--- src/rtl/fp_pkg.sv ---
// Shared definitions for the floating-point result stage.
//  - Field positions for binary32 and binary16 encodings.
//  - Canonical quiet-NaN encodings.
//  - Bit positions inside the one-hot class vector and the flag vector.
//  - The entry record held by the output FIFO.
package fp_pkg;

   localparam int SP_EXP_MSB = 30;
   localparam int SP_EXP_LSB = 23;
   localparam int SP_MAN_MSB = 22;
   localparam int HP_EXP_MSB = 14;
   localparam int HP_EXP_LSB = 10;
   localparam int HP_MAN_MSB = 9;

   localparam logic [31:0] SP_QNAN = 32'h7FC0_0000;
   localparam logic [15:0] HP_QNAN = 16'h7E00;

   // one-hot class vector {nan,inf,normal,subnormal,zero}
   localparam int CLS_ZERO = 0;
   localparam int CLS_SUB  = 1;
   localparam int CLS_NORM = 2;
   localparam int CLS_INF  = 3;
   localparam int CLS_NAN  = 4;
   localparam int CLS_W    = 5;

   // flag vector {NV,OF,UF}
   localparam int FLG_UF = 0;
   localparam int FLG_OF = 1;
   localparam int FLG_NV = 2;
   localparam int FLG_W  = 3;

   typedef struct packed {
      logic [31:0]      result;
      logic [CLS_W-1:0] cls;
      logic [FLG_W-1:0] flags;
      logic             mode_fp;
   } entry_t;

endpackage

--- src/rtl/fp_classify.sv ---
// Combinational classifier for a binary32 or binary16 value.
//  i_value   [31:0]  encoded value; binary16 lives in [15:0]
//  i_mode_fp         1 = binary32, 0 = binary16
//  o_class   [4:0]   one-hot {nan,inf,normal,subnormal,zero}
//  o_is_snan         value is a signalling NaN (mantissa MSB clear)
module fp_classify
   import fp_pkg::*;
(
   input  logic [31:0]      i_value,
   input  logic             i_mode_fp,
   output logic [CLS_W-1:0] o_class,
   output logic             o_is_snan
);

   logic w_exp_zero;
   logic w_exp_ones;
   logic w_man_zero;
   logic w_man_msb;
   logic w_unused_sign;

   // the sign bit never affects the class
   assign w_unused_sign = i_value[31];

   always_comb begin
      if (i_mode_fp) begin
         w_exp_zero = (i_value[SP_EXP_MSB:SP_EXP_LSB] == '0);
         w_exp_ones = &i_value[SP_EXP_MSB:SP_EXP_LSB];
         w_man_zero = (i_value[SP_MAN_MSB:0] == '0);
         w_man_msb  = i_value[SP_MAN_MSB];
      end else begin
         w_exp_zero = (i_value[HP_EXP_MSB:HP_EXP_LSB] == '0);
         w_exp_ones = &i_value[HP_EXP_MSB:HP_EXP_LSB];
         w_man_zero = (i_value[HP_MAN_MSB:0] == '0);
         w_man_msb  = i_value[HP_MAN_MSB];
      end
   end

   always_comb begin
      o_class           = '0;
      o_class[CLS_ZERO] = w_exp_zero &  w_man_zero;
      o_class[CLS_SUB]  = w_exp_zero & ~w_man_zero;
      o_class[CLS_NORM] = ~w_exp_zero & ~w_exp_ones;
      o_class[CLS_INF]  = w_exp_ones &  w_man_zero;
      o_class[CLS_NAN]  = w_exp_ones & ~w_man_zero;
   end

   assign o_is_snan = w_exp_ones & ~w_man_zero & ~w_man_msb;

endmodule

--- src/rtl/fp_result_stage.sv ---
// Registered result stage behind the fadd datapath.
// Classifies each accepted result, derives {NV,OF,UF}, optionally
// canonicalises NaNs, and buffers the entry in a 2-deep skid FIFO.
// Also keeps sticky exception flags and a wrapping accepted-result counter.
//  clk, reset                         clock, synchronous active-high reset
//  in_valid/in_ready                  input handshake
//  in_op_a, in_op_b, in_result        fadd operands and result
//  in_mode_fp                         1 = binary32, 0 = binary16 in [15:0]
//  out_valid/out_ready                output handshake
//  out_result, out_class, out_flags   head entry (all zero when empty)
//  out_mode_fp                        mode of the head entry
//  clr_flags, fflags                  sticky flag clear / sticky flags
//  res_count                          accepted-result counter
module fp_result_stage
   import fp_pkg::*;
#(
   parameter bit CANON_NAN = 1'b1,
   parameter int CNT_W     = 16
) (
   input  logic             clk,
   input  logic             reset,
   input  logic             in_valid,
   output logic             in_ready,
   input  logic [31:0]      in_op_a,
   input  logic [31:0]      in_op_b,
   input  logic [31:0]      in_result,
   input  logic             in_mode_fp,
   output logic             out_valid,
   input  logic             out_ready,
   output logic [31:0]      out_result,
   output logic [CLS_W-1:0] out_class,
   output logic [FLG_W-1:0] out_flags,
   output logic             out_mode_fp,
   input  logic             clr_flags,
   output logic [FLG_W-1:0] fflags,
   output logic [CNT_W-1:0] res_count
);

   logic [CLS_W-1:0] w_cls_r;
   logic [CLS_W-1:0] w_cls_a;
   logic [CLS_W-1:0] w_cls_b;
   logic             w_unused_snan_r;
   logic             w_snan_a;
   logic             w_snan_b;
   logic [FLG_W-1:0] w_flags;
   logic [31:0]      w_result;
   entry_t           w_entry;
   entry_t           w_head;
   logic             w_push;
   logic             w_pop;

   entry_t           r_mem [2];
   logic             r_wr_ptr;
   logic             r_rd_ptr;
   logic [1:0]       r_count;
   logic [FLG_W-1:0] r_fflags;
   logic [CNT_W-1:0] r_res_count;

   fp_classify u_cls_result (
      .i_value   (in_result),
      .i_mode_fp (in_mode_fp),
      .o_class   (w_cls_r),
      .o_is_snan (w_unused_snan_r)
   );

   fp_classify u_cls_op_a (
      .i_value   (in_op_a),
      .i_mode_fp (in_mode_fp),
      .o_class   (w_cls_a),
      .o_is_snan (w_snan_a)
   );

   fp_classify u_cls_op_b (
      .i_value   (in_op_b),
      .i_mode_fp (in_mode_fp),
      .o_class   (w_cls_b),
      .o_is_snan (w_snan_b)
   );

   always_comb begin
      w_flags         = '0;
      w_flags[FLG_NV] = w_cls_r[CLS_NAN] | w_snan_a | w_snan_b;
      // an infinite result from infinite inputs is exact, not an overflow
      w_flags[FLG_OF] = w_cls_r[CLS_INF] & ~w_cls_a[CLS_INF] & ~w_cls_b[CLS_INF];
      w_flags[FLG_UF] = w_cls_r[CLS_SUB];
   end

   always_comb begin
      w_result = in_mode_fp ? in_result : {16'h0000, in_result[15:0]};
      if (CANON_NAN && w_cls_r[CLS_NAN]) begin
         w_result = in_mode_fp ? SP_QNAN : {16'h0000, HP_QNAN};
      end
   end

   always_comb begin
      w_entry         = '0;
      w_entry.result  = w_result;
      w_entry.cls     = w_cls_r;
      w_entry.flags   = w_flags;
      w_entry.mode_fp = in_mode_fp;
   end

   // in_ready depends only on registered occupancy, so out_ready never
   // reaches it combinationally
   assign in_ready  = (r_count != 2'd2);
   assign out_valid = (r_count != 2'd0);
   assign w_push    = in_valid & in_ready;
   assign w_pop     = out_valid & out_ready;
   assign w_head    = r_mem[r_rd_ptr];

   // storage needs no reset: nothing is visible until r_count says so
   always_ff @(posedge clk) begin
      if (w_push) begin
         r_mem[r_wr_ptr] <= w_entry;
      end
   end

   always_ff @(posedge clk) begin
      if (reset) begin
         r_wr_ptr <= 1'b0;
         r_rd_ptr <= 1'b0;
         r_count  <= 2'd0;
      end else begin
         if (w_push) begin
            r_wr_ptr <= ~r_wr_ptr;
         end
         if (w_pop) begin
            r_rd_ptr <= ~r_rd_ptr;
         end
         case ({w_push, w_pop})
            2'b10:   r_count <= r_count + 2'd1;
            2'b01:   r_count <= r_count - 2'd1;
            default: r_count <= r_count;
         endcase
      end
   end

   // a clear coinciding with an accept keeps that accept's flags
   always_ff @(posedge clk) begin
      if (reset) begin
         r_fflags    <= '0;
         r_res_count <= '0;
      end else begin
         if (w_push) begin
            r_fflags    <= (clr_flags ? '0 : r_fflags) | w_flags;
            r_res_count <= r_res_count + CNT_W'(1);
         end else if (clr_flags) begin
            r_fflags <= '0;
         end
      end
   end

   assign out_result  = out_valid ? w_head.result  : '0;
   assign out_class   = out_valid ? w_head.cls     : '0;
   assign out_flags   = out_valid ? w_head.flags   : '0;
   assign out_mode_fp = out_valid ? w_head.mode_fp : 1'b0;
   assign fflags      = r_fflags;
   assign res_count   = r_res_count;

endmodule
--- config.mk ---
export PLATFORM = sky130hd
export DESIGN_NAME = fp_result_stage
export DESIGN_NICKNAME = d
export VERILOG_FILES = /design/src/rtl/fp_pkg.sv /design/src/rtl/fp_classify.sv /design/src/rtl/fp_result_stage.sv
export SDC_FILE = /design/constraint.sdc
export NUM_CORES = 1
export LEC_CHECK = 0
export BUFFER_PORTS_ARGS = -buffer_cell sky130_fd_sc_hd__buf_4
export CAP_MARGIN = 25
export CORE_MARGIN = 2
export CORE_UTILIZATION = 45
export DETAILED_ROUTE_END_ITERATION = 8
export HOLD_SLACK_MARGIN = 0.05
export PLACE_DENSITY = 0.74
export SYNTH_ARGS = -nofsm -noshare
export SYNTH_HDL_FRONTEND = slang
export SYNTH_SLANG_ARGS = --single-unit
--- constraint.sdc ---
create_clock -name clk -period 3.3 [get_ports clk]
set_input_delay 0.495 -clock clk [delete_from_list [all_inputs] [get_ports clk]]
set_output_delay 0.495 -clock clk [all_outputs]
set_load 0.05 [all_outputs]
=== After elaboration in Yosys (flattened, before gate mapping) ===
Memories as Yosys holds them, arrays and structs flattened. A register that Yosys moved wholly into a read port is not among the register bits.
Cells that the tools add are included.
Widths: inputs -> output; s select.

* Bits in registers: 23
* Bits in latches: 0
* Bits in writable memories: 82
* ROM bits: 0
* Input bits: 102
* Output and inout bits: 62
* Logic and storage cells: 80
* Memories: 1

{| class="wikitable"
|+ Memories
! memory !! words !! width !! read ports !! clocked after memory_dff !! write ports !! RTL line !! source
|-
| r_mem || 2 || 41 || 1 || 1 || 1 || fp_result_stage.sv:52 || <nowiki>entry_t r_mem [2];</nowiki>
|}

* Add/sub/neg operators: 3
* Multipliers: 0
* Divide/modulo/power cells: 0
* $lt $le $gt $ge: 0
* Eq/ne operators: 3
* Shift operators: 0
* Mux-type cells: 23
* Bitwise logic cells: 29
* Reductions and logical operators: 16

{| class="wikitable"
|+ Operators by type and width
! operator !! number
|-
| $mux 32 || 3
|-
| $logic_not 23->1 || 3
|-
| $mux 31 || 1
|-
| $logic_not 10->1 || 3
|-
| $reduce_and 8->1 || 3
|-
| $add 16x1->16 const B || 1
|-
| $and 1x1->1 || 15
|-
| $reduce_and 5->1 || 3
|-
| $mux 1 || 14
|-
| $not 1->1 || 11
|-
| $mux 3 || 3
|-
| $logic_not 8->1 || 1
|-
| $logic_not 5->1 || 1
|-
| $mux 5 || 1
|-
| $pmux 2 s2 || 1
|-
| $reduce_bool 2->1 || 2
|-
| $or 3x3->3 || 1
|-
| $add 2x1->2 const B || 1
|-
| $eq 2x1->1 const B || 1
|-
| $eq 2x2->1 const B || 1
|-
| $ne 2x2->1 const B || 1
|-
| $or 1x1->1 || 2
|-
| $sub 2x1->2 const B || 1
|}

=== Longest topological paths before layout ===
* Depth after elaboration: 9
* Gate-level depth with buffers: 9
* Depth with buffers taken out: 7

=== By module ===
Synthesis repeated with hierarchy kept, for this count alone.

* Cells, all modules: 415
* Area total of the unflattened synthesis: 4,885.9 µm²

{| class="wikitable"
|+ By module, submodules not included
! module !! times used !! cells an instance !! area an instance (µm²)
|-
| fp_result_stage || 1 || 337 || 4,356.7
|-
| fp_classify || 3 || 26 || 176.4
|}

=== Worst setup path before layout ===
No wires, ideal clock.

* Path kind: reg2reg
* From: register r_count[0]
* To: memory r_mem[0][0] in the netlist's numbering, enable pin
* Setup time: 437 ps
* Arrival time: 3,296 ps
* Required time: 2,863 ps
* Slack: -434 ps
* Stages on the path, launching flop included: 7
* Path buffers: 2
* Cells stage by stage: dfxtp_1 nand2b_1 clkbuf_1 and2_1 clkbuf_1 inv_1 nor2_1

* Longest elaborated chain between the ends: 4

{| class="wikitable"
|+ RTL lines
! item !! RTL line !! source
|-
| from (decl) || fp_result_stage.sv:55 || <nowiki>logic [1:0] r_count;</nowiki>
|-
| from (signal assigned) || fp_result_stage.sv:131 || <nowiki>2'b10: r_count <= r_count + 2'd1;</nowiki>
|-
| from (signal assigned) || fp_result_stage.sv:132 || <nowiki>2'b01: r_count <= r_count - 2'd1;</nowiki>
|-
| from (signal assigned) || fp_result_stage.sv:133 || <nowiki>default: r_count <= r_count;</nowiki>
|-
| $ne 2x2->1 || fp_result_stage.sv:105 || <nowiki>assign in_ready = (r_count != 2'd2);</nowiki>
|-
| via in_ready || fp_result_stage.sv:23 || <nowiki>output logic in_ready,</nowiki>
|-
| $and 1x1->1 || fp_result_stage.sv:107 || <nowiki>assign w_push = in_valid & in_ready;</nowiki>
|-
| $mux 1 || fp_result_stage.sv:113 || <nowiki>if (w_push) begin</nowiki>
|-
| $mux 1 (implied by the code) || fp_result_stage.sv:114 || <nowiki>r_mem[r_wr_ptr] <= w_entry;</nowiki>
|-
| to (decl) || fp_result_stage.sv:52 ||
|}

The timed path passes the listed nets, and every way through them passes these cells.

==> impl_metrics.tcl <==
set metrics [dict create \
    status "finished, final reports clean" \
    relSlewSlack_pct 35.2 \
    p_leak_nw 2.47 \
    syn_nets 519 \
    postCtsSetupBuffers 0 \
    vias_per_cell 5.29 \
    rsz0062_at_grt "false" \
    diodes 0 \
    antenna_found_initial 0 \
    start_util_pct 46.5 \
    met2_length_um 5720 \
    drt_wl_total_um 11100 \
    final_cell_area_um2 6330 \
    ctsHoldBuffers 0 \
    grt_pass1_wl_um 17300 \
    grt_max_degree 41 \
    path_common_cell "buf_4" \
    vias 3763 \
    regArea_um2 2880 \
    cp_max_fo 16 \
    power.internal_mw 2.68 \
    routabilityCongestion 0.790 \
    clkSinkCount 104 \
    critPathSlowestCell "or4_1" \
    grt_overflow 0 \
    multi_input_area_um2 1780 \
    critical_path_buf_inv_count 2 \
    port_buffers 161 \
    place_hpwl_um 8020 \
    gr-usage-all-layers_pct 19.3 \
    die-area_um2 11500 \
    h-tree-depth 3 \
    pwr-share-clk_pct 15.7 \
    path_cells "buf_4 -> or4_1 -> o41a_1 -> o22ai_4 -> buf_4 -> a21oi_1" \
    cp.required_ps 3360 \
    clock_path_buffers 2 \
    power_switching_mw 2.08 \
    dpl_cell_area_um2 6140 \
    dr.pass1.iters 4 \
    die_w_um 107 \
    worst_pin_slew_ps 972 \
    root_buffer "clkbuf_8" \
    num_rows 37 \
    syn-mean-instance-area_um2 11.6 \
    fin_tns_setup_ps 0 \
    synthFlopType "edfxtp_1" \
    setup_viol 0 \
    highest_layer "met4" \
    area_growth_pct 32.0 \
    drc 0 \
    powerDensity_nw_per_um2 752 \
    yosysSeqAreaShare_pct 60.0 \
    seqPwrFrac_pct 35.8 \
    postRouteAntennaNets 0 \
    clkTransAtPathRegs_ps 90 \
    max_stage_delay_ps 610 \
    wl_met3_um 729 \
    synth.distinct_cells 37 \
    hold_viol_final 0 \
    async_flop_share_pct 0 \
    ys_ff_latch 104 \
    min_period_ps 2410 \
    core_area_um2 10300 \
    cp.arrival_ps 2470 \
    routedWlPerCell_um 15.7 \
    wl_met1_um 4560 \
    cts_tree "done" \
    switching_share_pct 43.7 \
    end_kind "flop" \
    fp.dieH_um 107 \
    fin_crit_sh_pct 73.0 \
    timing.fmax_mhz 415 \
    hold_class "input pin to flop" \
    synthesis.area_um2 4800 \
    synth_cells 415 \
    ys_warn_count 0 \
    ios 164 \
    skew_ps 17.1 \
    layout-drive-gt1-share_pct 33.2 \
    critical_path_class "input pin to flop" \
    slew_violations 0 \
    max_cap_viol_count 0 \
    fin_nets 674 \
    combPwrFrac_pct 48.5 \
    drtIter0Drc 156 \
    ir_worst_vdd_v 0.000543 \
    cpLargestDelayFamily "compound AO/OA/AOI/OAI gates" \
    cts_buffers 9 \
    fill_cells 826 \
    grt_pass1_vias 3741 \
    cts_resized 0 \
    synth_edf_count 80 \
    critPathLaunchType "input pin" \
    clock_latency_ps 350 \
]
-- power groups by stage --
stage / Sequential (mW) / Clock, mW / Combinational, mW
finish: 1.71 / 0.750 / 2.31
global placement: 1.73 / 0 / 2.32
global route: 1.73 / 0.818 / 2.44
CTS: 1.71 / 0.759 / 2.33
detailed placement: 1.74 / 0 / 2.33
floorplan: 1.74 / 0 / 1.60
-- cell type report --
| class | count | share of cell area (%) |
|---|---|---|
| inverters | 15 | 0.889 |
| clock buffers | 12 | 2.63 |
| flip-flops and latches | 104 | 45.5 |
| repair buffers | 165 | 19.8 |
| clock inverters | 4 | 0.415 |
| well taps | 136 | 2.69 |
| multi-input cells | 275 | 28.1 |
-- tightest hold or removal path, stage by stage --
cell	delay (ps)
buf_4	90
nand2b_1	90
a21oi_1	60
-- synth_stat cells, types with 2 or more instances --
library cell	n	area, um2
a21oi_1	20	100
a41oi_1	3	26.3
a211oi_1	2	15.0
nand3_1	8	40.0
nor4_1	11	68.8
o31ai_1	4	30.0
mux2i_1	40	400
o41ai_1	4	35.0
edfxtp_1	80	2400
nand2_1	11	41.3
buf_6	2	22.5
nor3_1	7	35.0
o21ai_0	7	35.0
nand4_1	13	81.3
inv_1	15	56.3
and4_1	2	17.5
and2_1	16	100
or3_1	11	68.8
ha_1	2	25.0
or4_1	7	52.6
dfxtp_1	24	480
o221ai_1	3	26.3
clkbuf_1	17	63.8
and3_1	10	62.6
mux2_2	6	67.6
nand2b_1	8	50.1
xor2_1	4	35.0
nor2_1	65	244
xnor2_1	5	43.8
-- placed cells by master (no fill, tap or decap), types with 4 or more instances in the layout --
master	synthesis	final
a21oi_1	20	20
and2_1	16	16
and3_1	10	9
buf_4	1	164
clkbuf_8	0	10
dfxtp_1	24	23
edfxtp_1	80	80
inv_1	15	16
mux2_2	6	6
mux2i_1	40	40
nand2_1	11	11
nand2b_1	8	8
nand3_1	8	8
nand4_1	13	13
nor2_1	65	63
nor3_1	7	7
nor4_1	11	11
o21ai_0	7	7
o31ai_1	4	4
o41ai_1	4	4
or3_1	11	11
or4_1	7	7
xnor2_1	5	5
xor2_1	4	4
-- per-stage QoR --
step / instances / hold WS, ps / worst slack, ps / power, mW / utilization [%]
3_3_place_gp: 695 / 462 / 556 / 4.05 / 59.5
2_1_floorplan: 415 / 472 / 232 / 3.34 / -
6_report: 711 / 429 / 890 / 4.77 / 61.4
3_5_place_dp: 695 / 460 / 536 / 4.07 / 59.5
5_1_grt: 711 / 442 / 776 / 4.99 / 61.4
4_1_cts: 711 / 415 / 908 / 4.80 / 61.4
-- path summary, 6_finish.rpt --
check	start	end	slack, ps	depth (start not counted)
worst max register to register	r_count[0]	r_mem[0][16]	1040	5
worst min-delay path	clr_flags	fflags[0]	430	3
worst min register to register	fflags[0]	fflags[0]	490	2
worst max-delay path	in_result[10]	r_mem[1][34]	890	6
-- logic make-up after synthesis --
family                   synth area share (%)
AO/OA/AOI/OAI                            6.54
XOR/XNOR                                 1.64
adder cells (fa/ha/maj)                 0.521
buffers and inverters                    3.21
flip-flops                               60.0
multiplexers                             9.75
AND/OR/NAND/NOR                          18.3
-- routing by layer --
layer / vias to the layer above / GRT usage [%]
li1: 1848 / -
met1: 1770 / 23.9
met2: 135 / 34.0
met3: 10 / 3.45
met4: 0 / 6.31
met5: - / 0
-- sequential cells by signal, summed over array words and instances (netlist names), named ones only --
register   cells
fflags         3
r_mem         80
r_count        2
r_wr_ptr       1
res_count     16
r_rd_ptr       1
Power figures use the tool's default switching activity.
